--- src/rtl/timekeeper_pkg.sv ---
// rtl/timekeeper_pkg.sv - shared constants and helpers for the timekeeper
package timekeeper_pkg;

    localparam logic DIR_UP   = 1'b0;
    localparam logic DIR_DOWN = 1'b1;

    localparam int DEFAULT_WIDTH = 16;

    // Prescaler counter width; a PRESCALE of 1 still needs a one-bit register.
    function automatic int presc_width(input int prescale);
        return (prescale <= 2) ? 1 : $clog2(prescale);
    endfunction

endpackage

--- src/rtl/tk_prescaler.sv ---
// rtl/tk_prescaler.sv - clock prescaler producing a one-cycle step request
module tk_prescaler
    import timekeeper_pkg::*;
#(
    parameter int PRESCALE = 1
) (
    input  logic clk,
    input  logic rst,
    input  logic en,
    input  logic clear,
    output logic step
);

    localparam int PW = presc_width(PRESCALE);
    localparam logic [PW-1:0] LAST = PW'(PRESCALE - 1);

    logic [PW-1:0] pc;

    assign step = en && (pc == LAST);

    always_ff @(posedge clk) begin
        if (rst || clear) begin
            pc <= '0;
        end else if (step) begin
            pc <= '0;
        end else if (en) begin
            pc <= pc + PW'(1);
        end
    end

endmodule

--- src/rtl/timekeeper_multi.sv ---
// rtl/timekeeper_multi.sv - prescaled up/down time counter with wrap pulse and sticky alarm
module timekeeper_multi
    import timekeeper_pkg::*;
#(
    parameter int                WIDTH     = DEFAULT_WIDTH,
    parameter int                PRESCALE  = 1,
    parameter logic [WIDTH-1:0]  MAX_COUNT = {WIDTH{1'b1}}
) (
    input  logic             clk,
    input  logic             rst,
    input  logic             en,
    input  logic             dir,
    input  logic             load,
    input  logic [WIDTH-1:0] load_val,
    input  logic             alarm_en,
    input  logic [WIDTH-1:0] alarm_val,
    input  logic             alarm_clr,
    output logic [WIDTH-1:0] cur_time,
    output logic             tick,
    output logic             wrap,
    output logic             alarm
);

    logic             step;
    logic [WIDTH-1:0] step_val;
    logic             step_wrap;
    logic [WIDTH-1:0] load_clamped;
    logic             alarm_set;

    tk_prescaler #(
        .PRESCALE (PRESCALE)
    ) u_prescaler (
        .clk   (clk),
        .rst   (rst),
        .en    (en),
        .clear (load),
        .step  (step)
    );

    // Wrap is decided by explicit compare so reduced ranges never rely on overflow.
    always_comb begin
        step_val  = cur_time;
        step_wrap = 1'b0;
        if (dir == DIR_UP) begin
            if (cur_time == MAX_COUNT) begin
                step_val  = '0;
                step_wrap = 1'b1;
            end else begin
                step_val = cur_time + WIDTH'(1);
            end
        end else begin
            if (cur_time == '0) begin
                step_val  = MAX_COUNT;
                step_wrap = 1'b1;
            end else begin
                step_val = cur_time - WIDTH'(1);
            end
        end
    end

    assign load_clamped = (load_val > MAX_COUNT) ? MAX_COUNT : load_val;
    assign alarm_set    = step && !load && alarm_en && (step_val == alarm_val);

    always_ff @(posedge clk) begin
        if (rst) begin
            cur_time <= '0;
            tick     <= 1'b0;
            wrap     <= 1'b0;
            alarm    <= 1'b0;
        end else begin
            alarm <= alarm_set | (alarm & ~alarm_clr);
            if (load) begin
                cur_time <= load_clamped;
                tick     <= 1'b0;
                wrap     <= 1'b0;
            end else if (step) begin
                cur_time <= step_val;
                tick     <= 1'b1;
                wrap     <= step_wrap;
            end else begin
                tick <= 1'b0;
                wrap <= 1'b0;
            end
        end
    end

endmodule

--- config.mk ---
export PLATFORM = sky130hd
export DESIGN_NAME = timekeeper_multi
export DESIGN_NICKNAME = d
export VERILOG_FILES = /design/src/rtl/timekeeper_pkg.sv /design/src/rtl/tk_prescaler.sv /design/src/rtl/timekeeper_multi.sv
export SDC_FILE = /design/constraint.sdc
export NUM_CORES = 1
export LEC_CHECK = 0
export BUFFER_PORTS_ARGS = -buffer_cell sky130_fd_sc_hd__buf_2
export CORE_MARGIN = 1
export CORE_UTILIZATION = 45
export CTS_CLUSTER_SIZE = 14
export DETAILED_ROUTE_END_ITERATION = 7
export PLACE_DENSITY = 0.67
export SYNTH_ARGS = -nofsm -noshare
export SYNTH_HDL_FRONTEND = slang
export SYNTH_SLANG_ARGS = --single-unit
--- constraint.sdc ---
create_clock -name clk -period 4.3 [get_ports clk]
set_input_delay 0.86 -clock clk [delete_from_list [all_inputs] [get_ports clk]]
set_output_delay 0.86 -clock clk [all_outputs]
set_load 0.02 [all_outputs]
# Yosys cells after proc, flatten, opt, wreduce, memory -nomap -nowiden
# Cells that the tools add are included.
# W data, S select, Z words.
dict set report op_classes {
  reduce_logical 11
  n_mux 10
  order_cmp 1
  bitwise 5
  n_eq_ne 2
  add_sub_neg 3
}
# op count
set op_table {}
lappend op_table {{$mux W16} 6}
lappend op_table {{$add A16 B1 Y16 const B} 1}
lappend op_table {{$eq A16 B16 Y1} 1}
lappend op_table {{$eq A16 B16 Y1 const B} 1}
lappend op_table {{$gt A16 B16 Y1 const B} 1}
lappend op_table {{$logic_not A16 Y1} 1}
lappend op_table {{$sub A16 B1 Y16 const B} 1}
lappend op_table {{$logic_and A1 B1 Y1} 4}
lappend op_table {{$mux W1} 4}
lappend op_table {{$reduce_or A2 Y1} 2}
lappend op_table {{$not A1 Y1} 3}
lappend op_table {{$reduce_or A3 Y1} 1}
lappend op_table {{$reduce_bool A2 Y1} 1}
lappend op_table {{$add A1 B1 Y1 const B} 1}
lappend op_table {{$and A1 B1 Y1} 1}
lappend op_table {{$logic_not A1 Y1} 1}
lappend op_table {{$logic_or A1 B1 Y1} 1}
lappend op_table {{$or A1 B1 Y1} 1}
dict set report word_totals {
  out_inout_bits 19
  wordCells 37
  regBits 20
}

# Longest topological paths before layout
# Gate-level depths: netlist (run 1).
dict set report depth {
  depth_word 6
  mapped_depth 11
  mapped_depth_nobuf 10
}

# Modules after synthesis
# From an unflattened synthesis (run 1), not the netlist that was laid out.
dict set report unflattened {
  hier_cells 338
  area_unflattened_um2 2392.3
}
# module cells_per_inst area_per_inst_um2 seq_area_each_um2 instances
set modules_own_cells {}
lappend modules_own_cells {timekeeper_multi 335 2351.0 380.4 1}
lappend modules_own_cells {tk_prescaler 3 41.3 20.0 1}

# Least setup slack after synthesis (run 1)
# OpenSTA, ideal clock, no wires.
dict set report synth_timing {
  kind {reg2reg}
  startpoint {reg cur_time[0]}
  endpoint {reg alarm}
  arrival_time_ns 3.038
  path_slack_ns 1.193
  n_path_buf 1
  setup_ns 0.069
  stages_incl_launch_ff 12
  cell_sequence {dfxtp_1 > buf_2 > inv_1 > ha_1 > or4b_2 > o41ai_4 > nor2_1 > a2bb2oi_1 > xnor2_1 > a211o_1 > or4_1 > o21ai_1}
}
dict set report synth_via {
  elab_chain_len 6
  word_cells_on_any_way 10
  cone_classes {add/sub: 2; eq/ne: 2; mux: 3; bitwise: 1; reduce/logical: 2}
}
# element line_no
set synth_lines {}
lappend synth_lines {{from (decl)} timekeeper_multi.sv:18} ;# output logic [WIDTH-1:0] cur_time,
lappend synth_lines {{from (signal assigned)} timekeeper_multi.sv:73} ;# cur_time <= load_clamped;
lappend synth_lines {{from (signal assigned)} timekeeper_multi.sv:77} ;# cur_time <= step_val;
lappend synth_lines {{$add A16 B1 Y16, or another cell as far along} timekeeper_multi.sv:49} ;# step_val = cur_time + WIDTH'(1);
lappend synth_lines {{$mux W16, on equally long branches} {timekeeper_multi.sv:45, timekeeper_multi.sv:52}}
lappend synth_lines {{$mux W16 *} timekeeper_multi.sv:44} ;# if (dir == DIR_UP) begin
lappend synth_lines {{$eq A16 B16 Y1 *} timekeeper_multi.sv:62} ;# assign alarm_set = step && !load && alarm_en && (step_val == alarm_val);
lappend synth_lines {{$logic_and A1 B1 Y1 *} timekeeper_multi.sv:62}
lappend synth_lines {{$or A1 B1 Y1 *} timekeeper_multi.sv:71} ;# alarm <= alarm_set | (alarm & ~alarm_clr);
lappend synth_lines {{to (signal assigned)} timekeeper_multi.sv:71}
lappend synth_lines {{to (decl)} timekeeper_multi.sv:21} ;# output logic alarm
# Mark *: on every way between the ends. The rest lies on a longest branch, timed or not.
# A chain may end at the register's enable or synchronous reset.

# Worst setup path after layout (run 1)
# Same ends and word-level chain as after synthesis.

==> flow_summary_export.csv, run 1 <==
group,metric,value,unit
routing,drt_wl_total,8.53,mm
routing,drc,0,
pwr,p_int,432,uW
worst_hold_path,min_from,"alarm",
cells_and_area,num_antenna_cells,0,
worst_setup_path,cp.required,4.51,ns
routing,dr_total_vias,2903,
cells_and_area,fillerInstances,487,
sta,fin_skew,0.00132,ns
cts,cts_tree,"done",
cts,cts_hold_buf,0,
cts,cts_buffer_depth,2,
routing,drt_iter0_markers,387,
global_routing,grt_overflow,0,
synth,ys_seq_area_share,17.2,%
sta,fin_crit,3.34,ns
cells_and_area,nNetsFinal,411,
sta,rsz0062_at_grt,"false",
worst_setup_path,critPathLaunch,"cur_time[0]",
synth,synthFlopType,"dfxtp_1",
synth,synth-seq-cells,20,
sta,slew-limit-headroom,26.8,%
pwr,power,718,uW
worst_setup_path,crit_chain,"ha_1, nand4_1, nor4_1, xor2_1, nor2_1, nor3_1, a211o_1, or4_1, o21ai_1",
worst_setup_path,worstSetupPathType,"reg -> reg",
floorplan,die_y,73.9,um
routing,drt-met1-wl,3.70,mm
routing,wl_per_cell,19.6,um
synth,synth.avg_cell_area,7.07,um2
routing,highest_layer,"met4",
run,drv_cap,0,
floorplan,dieArea,5460,um2
routing,firstDrtPassIters,5,
sta,fmax,300,MHz
global_routing,grt_pass1_wl,13.4,mm
cells_and_area,final_cell_mix,"buf_2 (57), nor2_1 (38), nand2_1 (27), a21oi_1 (21), dfxtp_1 (20)",
cts,clk_latency,0.27,ns
worst_setup_path,cp.arrival,3.55,ns
synth,synth_fp_nets,371,
placement,placedCellCount,431,
synth,async_flop_share,0,%
floorplan,start_util,48.0,%
worst_setup_path,cpMaxStageDelayCell,"dfxtp_1",
cts,cts_resized,0,
placement,gp_congestion,0.976,
cells_and_area,syn2layout_area_growth,16.2,%
synth,syn_inst,329,
synth,synth-edff-count,0,
pwr,netSwitchingFraction,39.8,%
global_routing,first_global_vias,2482,
synth,yosysWarnings,0,
worst_setup_path,path_buf_inv,0,
global_routing,grt_use_total,32.4,%
sta,slew_violations,0,
pwr,irDropWorstVdd,121,uV
pwr,p_switching,286,uW
pwr,clock_power_share,28.2,%
worst_setup_path,worst_setup_path_end_kind,"register",
sta,finalSetupViolCount,0,
routing,met3WireLength,966,um
worst_setup_path,cp-start-kind,"register",
pwr,power_frac_comb,38.9,%
sta,hold_viol,0,
placement,hpwl,6.26,mm
worst_setup_path,cp_max_fo,13,
worst_setup_path,r2r_start,"cur_time[0]",
worst_setup_path,max_stage_delay,0.57,ns
cts,cts_buffers,3,
routing,vias_per_cell,6.67,
cts,post_cts_buffers,0,
global_routing,grt_max_degree,25,
global_routing,antenna_found_initial,0,
placement,port_buffers,57,
synth,synth_cell_types,64,
pwr,cellPowerDensity,266,nW/um2
sta,worst_slew_pin_slew,1.09,ns
worst_hold_path,worstHoldPathType,"reg -> reg",
cts,path_clk_slew,0.09,ns
sta,period_share,77.6,%
worst_setup_path,cp_top_family,"simple AND/OR/NAND/NOR gates",
cells_and_area,mostFrequentLayoutCell,"buf_2",
routing,antenna_left,0,
routing,wl_met2,3.62,mm
cells_and_area,stdcell_count,435,
pwr,pwr-share-seq,32.9,%
synth,syn-cell-area,2330,um2
cells_and_area,final_layout_size_suffix_gt1_share,23.1,%
cts,h-tree-depth,1,
outcome,status,"complete, no violations",
pwr,p_leak,0.00102,uW
cts,cts.root.buffer_cell,"clkbuf_8",
cts,clkSinkCount,20,
floorplan,rows,25,
floorplan,design.portCount,58,
floorplan,core,4850,um2
floorplan,fp.dieW,73.9,um
sta,tns,0,ns
worst register-to-register path, stage by stage (launching register included):
cell	delay, ns
dfxtp_1	0.57
ha_1	0.36
nand4_1	0.49
nor4_1	0.49
xor2_1	0.11
nor2_1	0.28
nor3_1	0.08
a211o_1	0.27
or4_1	0.50
o21ai_1	0.14
through the flow:
stage	setup WS [ns]	hold WS (ns)	util (%)	cell area [um2]
2_1_floorplan	1.19	0.468	-	2330
3_3_place_gp	1.05	0.444	54.3	2630
3_5_place_dp	1.01	0.444	54.3	2630
4_1_cts	1.03	0.457	55.8	2700
5_1_grt	0.752	0.495	55.8	2700
6_report	0.962	0.456	55.8	2700
cells in the mapped netlist (3+ instances only):
cell type | instances | area, um2
a211o_1 | 4 | 35.0
a211oi_1 | 6 | 45.0
a21oi_1 | 21 | 105
a221oi_1 | 3 | 26.3
a22oi_1 | 4 | 30.0
a311oi_1 | 4 | 35.0
a31oi_1 | 3 | 18.8
a41oi_1 | 3 | 26.3
buf_2 | 3 | 15.0
clkbuf_1 | 27 | 101
dfxtp_1 | 20 | 400
ha_1 | 3 | 37.5
inv_1 | 9 | 33.8
mux2i_1 | 3 | 30.0
nand2_1 | 27 | 101
nand2b_1 | 4 | 25.0
nand3_1 | 12 | 60.1
nand4_1 | 10 | 62.6
nand4b_1 | 3 | 26.3
nor2_1 | 38 | 143
nor2b_1 | 3 | 18.8
nor3_1 | 13 | 65.1
nor3b_1 | 3 | 22.5
nor4_1 | 11 | 68.8
nor4b_1 | 3 | 26.3
o211ai_1 | 3 | 22.5
o21ai_0 | 12 | 60.1
o221ai_1 | 4 | 35.0
o31ai_1 | 7 | 52.6
o41ai_1 | 3 | 26.3
or4_1 | 6 | 45.0
xnor2_1 | 9 | 78.8
xor2_1 | 6 | 52.6
cells by family after synthesis:
logic type	count (synthesis)	synth area share, %
and+or+nand+nor	147	34.3
AOI/OAI and AO/OA	99	32.0
buffers and inverters	41	7.42
DFF	20	17.2
xor gates and xnor gates	15	5.65
muxes	4	1.77
adders and majority gates	3	1.61
state kept, by name, indices dropped and copies added, names as in the netlist:
| name | cells |
|---|---|
| alarm | 1 |
| cur_time | 16 |
| tick | 1 |
| u_prescaler.pc | 1 |
| wrap | 1 |
layer usage:
layer	vias up	GRT usage, %
met3	31	5.76
met4	0	11.8
met2	220	47.4
met1	1309	47.2
li1	1343	-
met5	-	0
power groups by stage:
stage	combinational, uW	clock [uW]	sequential, uW
after detailed placement	271	0	238
after global routing	301	211	239
after CTS	272	207	234
final	279	203	236
after global placement	272	0	238
after floorplan	201	0	225
final cells by class:
type	count	area [um2]	area share [%]
Multi-Input combinational cell	268	1750	64.9
Clock inverter	1	30.0	1.11
Tap cell	67	83.8	3.10
Inverter	9	33.8	1.25
Clock buffer	3	41.3	1.53
Timing Repair Buffer	67	360	13.3
Sequential cell	20	400	14.8
worst paths after layout:
check	to	cells past startpoint	slack (ns)
max	alarm	9	0.96
max reg2reg	alarm	9	0.96
min	alarm	2	0.46
min reg2reg	alarm	2	0.46
No activity file was read; power rests on OpenSTA's default activity.
==> inputs of run 2 (changes only) <==
==> constraint.sdc (replaced) <==
create_clock -name clk -period 3.2 [get_ports clk]
set_input_delay 0.64 -clock clk [delete_from_list [all_inputs] [get_ports clk]]
set_output_delay 0.64 -clock clk [all_outputs]
set_load 0.02 [all_outputs]
==> run 2 against run 1 <==
Effect of this change: sequential share of layout area decreased by 0.96 points; register-to-register slack worse by 0.78 ns; core utilization is 3.8 points higher; fmax rose by 10%; cell count up 6.2%; clock skew grew 0.0045 ns; wire length rose by 3.6%; non-clock buffer count grew 28; largest cell class unchanged.
==> flow_summary_export.csv, run 2 (same netlist as run 1, synthesis figures left out) <==
group,metric,value,unit
run,drv_cap,0,
outcome,status,"complete, no violations",
pwr,p_int,524,uW
floorplan,fp.dieW,73.9,um
pwr,power_frac_comb,46.9,%
cells_and_area,multi_input_area,1760,um2
global_routing,grt_overflow,0,
floorplan,start_util,48.0,%
pwr,p_leak,0.00114,uW
cells_and_area,mostFrequentLayoutCell,"buf_2",
cells_and_area,fillerInstances,478,
floorplan,design.portCount,58,
sta,period_share,94.5,%
routing,vias_per_cell,6.48,
global_routing,grt_pass1_wl,13.5,mm
cells_and_area,final_cell_mix,"buf_2 (57), nor2_1 (38), buf_4 (38), nand2_1 (27), a21oi_1 (21)",
worst_setup_path,ff2ff_path_depth,10,
pwr,irDropWorstVdd,187,uV
cts,cts.root.buffer_cell,"clkbuf_8",
global_routing,grt_max_degree,24,
cells_and_area,largest_reg_flops,16,
sta,fmax,331,MHz
sta,slew_violations,0,
cts,clk_latency,0.27,ns
cells_and_area,num_antenna_cells,0,
floorplan,die_y,73.9,um
routing,drt_wl_total,8.84,mm
routing,highest_layer,"met4",
worst_setup_path,worstSetupPathType,"reg -> reg",
floorplan,dieArea,5460,um2
cells_and_area,final_layout_size_suffix_gt1_share,28.6,%
sta,rsz0062_at_grt,"false",
global_routing,grt_use_total,33.3,%
routing,dr_total_vias,2996,
placement,port_buffers,57,
routing,antenna_left,0,
placement,hpwl,6.87,mm
sta,fin_crit,3.02,ns
cells_and_area,nNetsFinal,439,
worst_setup_path,cp_max_fo,5,
global_routing,antenna_found_initial,0,
sta,finalSetupViolCount,0,
cts,clkSinkCount,20,
cells_and_area,top_register,"cur_time",
cts,cts_buffer_depth,2,
placement,gp_congestion,1.00,
cts,cts_hold_buf,0,
cts,cts_buffers,3,
cts,path_clk_slew,0.08,ns
pwr,cellPowerDensity,315,nW/um2
cts,h-tree-depth,1,
routing,met3WireLength,895,um
worst_setup_path,worst_setup_path_end_kind,"register",
global_routing,first_global_vias,2494,
routing,wl_per_cell,19.1,um
worst_setup_path,cp-start-kind,"register",
pwr,pwr-share-seq,33.2,%
sta,fin_skew,0.00582,ns
routing,drc,0,
cells_and_area,syn2layout_area_growth,24.2,%
worst_hold_path,whs_path_depth,2,
pwr,clock_power_share,19.9,%
sta,hold_viol,0,
cts,cts_tree,"done",
sta,tns,0,ns
floorplan,rows,25,
routing,drt_iter0_markers,362,
sta,slew-limit-headroom,56.0,%
routing,wl_met2,3.74,mm
sta,holdWs,0.446,ns
pwr,p_switching,385,uW
pwr,netSwitchingFraction,42.3,%
worst_hold_path,worstHoldPathType,"reg -> reg",
worst_setup_path,cp.required,3.41,ns
routing,firstDrtPassIters,5,
floorplan,core,4850,um2
routing,drt-met1-wl,4.03,mm
cells_and_area,ff_latch_area,400,um2
worst_setup_path,cp.arrival,3.23,ns
sta,worst_slew_pin_slew,0.658,ns
run 2: cell types whose count changed in the layout (fill, tap and decap cells not counted):
cell       delta
buf_4        +28
nor4b_1       -1
bufinv_16     -1
nor4b_2       +1
run 2: final timing paths:
path / start / to / slack, ns
setup reg to reg: cur_time[1] / alarm / 0.18
hold reg to reg: alarm / alarm / 0.45
setup / recovery: cur_time[1] / alarm / 0.18
hold / removal: alarm / alarm / 0.45
run 2: per-layer routing:
metal / global-route usage [%] / up-vias
met5: 0 / -
met4: 10.0 / 0
met3: 4.53 / 18
met2: 47.8 / 212
met1: 50.7 / 1367
li1: - / 1399
run 2: worst max-delay path: stages (launching register included):
cell and delay, ns:
dfxtp_1 0.33, inv_1 0.12, ha_1 0.20, or4b_2 0.68, o41ai_4 0.30, buf_4 0.22, nor2_2 0.09, a2111oi_4 0.37
nand4_1 0.12, or4_1 0.41, o21ai_1 0.13
run 2: area by class of cell:
class                           instances  share of cell area [%]
Clock buffer                            3                    1.43
Inverter                                9                    1.17
Multi-Input combinational cell        268                    60.9
Sequential cell                        20                    13.9
Tap cell                               67                    2.90
Timing Repair Buffer                   95                    19.7
run 2: power groups by stage:
stage          logic (uW)  clock network, uW  registers, uW
2_1_floorplan         270                  0            302
3_3_place_gp          411                  0            305
3_5_place_dp          414                  0            305
4_1_cts               416                188            299
5_1_grt               454                193            305
6_report              427                181            302
run 2: per-stage QoR:
stage	util, %	std cells	worst slack (ns)	cell area (um2)	power (uW)
after detailed placement	58.6	459	0.196	2840	719
after floorplan	-	329	0.0929	2330	572
after global routing	59.6	462	0.0767	2890	952
after CTS	59.5	462	0.183	2880	903
final	59.6	462	0.177	2890	909
after global placement	58.6	459	0.206	2840	716
run 2: timing repair:
| action | CTS | global route |
|---|---|---|
| buffers inserted | 0 | 0 |
| setup endpoints to repair | 0 | 1 |
| hold endpoints to repair | 0 | 0 |
| resized for setup | 0 | 1 |
==> inputs of run 3 (changes only) <==
--- a/config.mk
+++ b/config.mk
@@ -10,7 +10,7 @@
 export CORE_UTILIZATION = 45
 export CTS_CLUSTER_SIZE = 14
 export DETAILED_ROUTE_END_ITERATION = 7
-export PLACE_DENSITY = 0.67
+export PLACE_DENSITY = 0.69
 export SYNTH_ARGS = -nofsm -noshare
 export SYNTH_HDL_FRONTEND = slang
 export SYNTH_SLANG_ARGS = --single-unit
==> constraint.sdc (replaced) <==
create_clock -name clk -period 3.29 [get_ports clk]
set_input_delay 0.658 -clock clk [delete_from_list [all_inputs] [get_ports clk]]
set_output_delay 0.658 -clock clk [all_outputs]
set_load 0.02 [all_outputs]
==> run 3 against run 2 <==
Effect of this change: total power rose by 0.39%; global-route usage fell by 0.35 points; combinational power fell by 4%; sequential share of layout area rose by 0.072 points; fmax fell by 5.2%; critical path type unchanged.
==> flow_summary_export.csv, run 3 (same netlist as run 1, synthesis figures left out) <==
group,metric,value,unit
worst_hold_path,worstHoldPathType,"reg -> reg",
routing,drt_iter0_markers,388,
cts,cts_tree,"done",
sta,slew_violations,0,
placement,gp_congestion,0.976,
routing,vias_per_cell,6.54,
placement,pre_cts_slack,0.275,ns
cells_and_area,final_cell_mix,"buf_2 (57), nor2_1 (38), buf_4 (35), nand2_1 (27), a21oi_1 (21)",
sta,period_share,96.9,%
cts,h-tree-depth,1,
cts,path_clk_slew,0.09,ns
cells_and_area,syn2layout_area_growth,23.5,%
sta,finalSetupViolCount,0,
routing,wl_per_cell,18.9,um
routing,firstDrtPassIters,5,
cells_and_area,num_antenna_cells,0,
worst_setup_path,cp_top_family,"simple AND/OR/NAND/NOR gates",
cts,cts_buffers,3,
routing,antenna_left,0,
placement,hpwl,6.46,mm
worst_setup_path,max_stage_delay,0.54,ns
global_routing,grt_max_degree,24,
worst_setup_path,cp-start-kind,"register",
cells_and_area,largest_reg_flops,16,
cts,clkSinkCount,20,
placement,port_buffers,57,
run,drv_cap,0,
cells_and_area,nNetsFinal,436,
sta,setup_ws,0.103,ns
floorplan,start_util,48.0,%
routing,drc,0,
sta,worst_slew_pin_slew,0.652,ns
global_routing,antenna_found_initial,0,
cts,cts.root.buffer_cell,"clkbuf_8",
worst_setup_path,cpMaxStageDelayCell,"or4_1",
routing,drt_wl_total,8.69,mm
global_routing,grt_use_total,32.9,%
worst_setup_path,worstSetupPathType,"reg -> reg",
cts,clk_latency,0.27,ns
worst_setup_path,path_buf_inv,3,
cells_and_area,final_layout_size_suffix_gt1_share,28.0,%
worst_setup_path,cp.required,3.50,ns
floorplan,die_y,73.9,um
pwr,p_leak,0.00113,uW
sta,holdWs,0.452,ns
outcome,status,"complete, no violations",
floorplan,rows,25,
routing,dr_total_vias,3010,
sta,fin_crit,3.19,ns
cells_and_area,mostFrequentLayoutCell,"buf_2",
sta,fin_skew,0.00406,ns
floorplan,core,4850,um2
worst_setup_path,cp.arrival,3.40,ns
worst_setup_path,crit_chain,"inv_1, ha_1, nor4b_1, buf_4, nand4_1, buf_4, a21oi_1, o22a_1, nor2_1, o32a_1, or4_1, o21ai_1",
cells_and_area,top_register,"cur_time",
global_routing,grt_overflow,0,
worst_setup_path,rrSetupSlack,0.10,ns
global_routing,first_global_vias,2568,
sta,slew-limit-headroom,56.1,%
pwr,irDropWorstVdd,168,uV
floorplan,fp.dieW,73.9,um
floorplan,design.portCount,58,
global_routing,grt_pass1_wl,13.5,mm
floorplan,dieArea,5460,um2
cts,cts_buffer_depth,2,
worst_setup_path,cp_max_fo,6,
sta,hold_viol,0,
sta,fmax,314,MHz
pwr,cellPowerDensity,318,nW/um2
worst_setup_path,cp_common_cell,"buf_4",
worst_setup_path,worst_setup_path_end_kind,"register",
-- run 3: where the power goes --
| group | switching, uW | internal, uW |
|---|---|---|
| clock network | 102 | 107 |
| registers | 36.0 | 257 |
| logic | 242 | 169 |
| total | 380 | 533 |
-- run 3: worst paths after layout --
kind | startpoint | endpoint | depth (start not counted)
worst max-delay path | cur_time[0] | alarm | 12
worst min-delay path | alarm | alarm | 2
worst max register to register | cur_time[0] | alarm | 12
worst min register to register | alarm | alarm | 2
-- run 3: worst min-delay path: stages (launching register included) --
cell and delay [ns]:
dfxtp_1 0.32, nand2_1 0.05, o21ai_1 0.05
-- run 3: what timing repair did --
| item | 4_1_cts | 5_1_grt |
|---|---|---|
| resized for setup | 0 | 0 |
| setup buffers | 0 | 2 |
| endpoints found under the setup margin | 0 | 1 |
| hold buffers | 0 | 0 |
| hold endpoints to repair | 0 | 0 |
-- run 3: per-stage QoR --
stage	util (%)	std cells	cell area [um2]	setup TNS [ns]	power, uW
after floorplan	-	329	2330	0	556
after global placement	57.9	454	2810	0	690
after detailed placement	57.9	454	2810	0	692
after CTS	59.0	458	2860	0	897
after global routing	59.3	460	2880	-0.00633	954
final	59.3	460	2880	0	913
-- run 3: area by class of cell --
cell class	instances	area [um2]
clock buffers	4	55.1
fillers	466	1970
inverters	9	33.8
multi-input cells	268	1750
flip-flops and latches	20	400
well taps	67	83.8
repair buffers	92	548
-- run 3: routing by layer --
| metal | wire [um] | track usage (%) | part of all wire, % | vias up |
|---|---|---|---|---|
| met5 | 0 | 0 | 0 | - |
| met2 | 3650 | 48.8 | 42 | 236 |
| li1 | - | - | - | 1389 |
| met1 | 3640 | 47.6 | 42 | 1360 |
| met4 | 239 | 10.7 | 2.7 | 0 |
| met3 | 1160 | 6.17 | 13 | 25 |
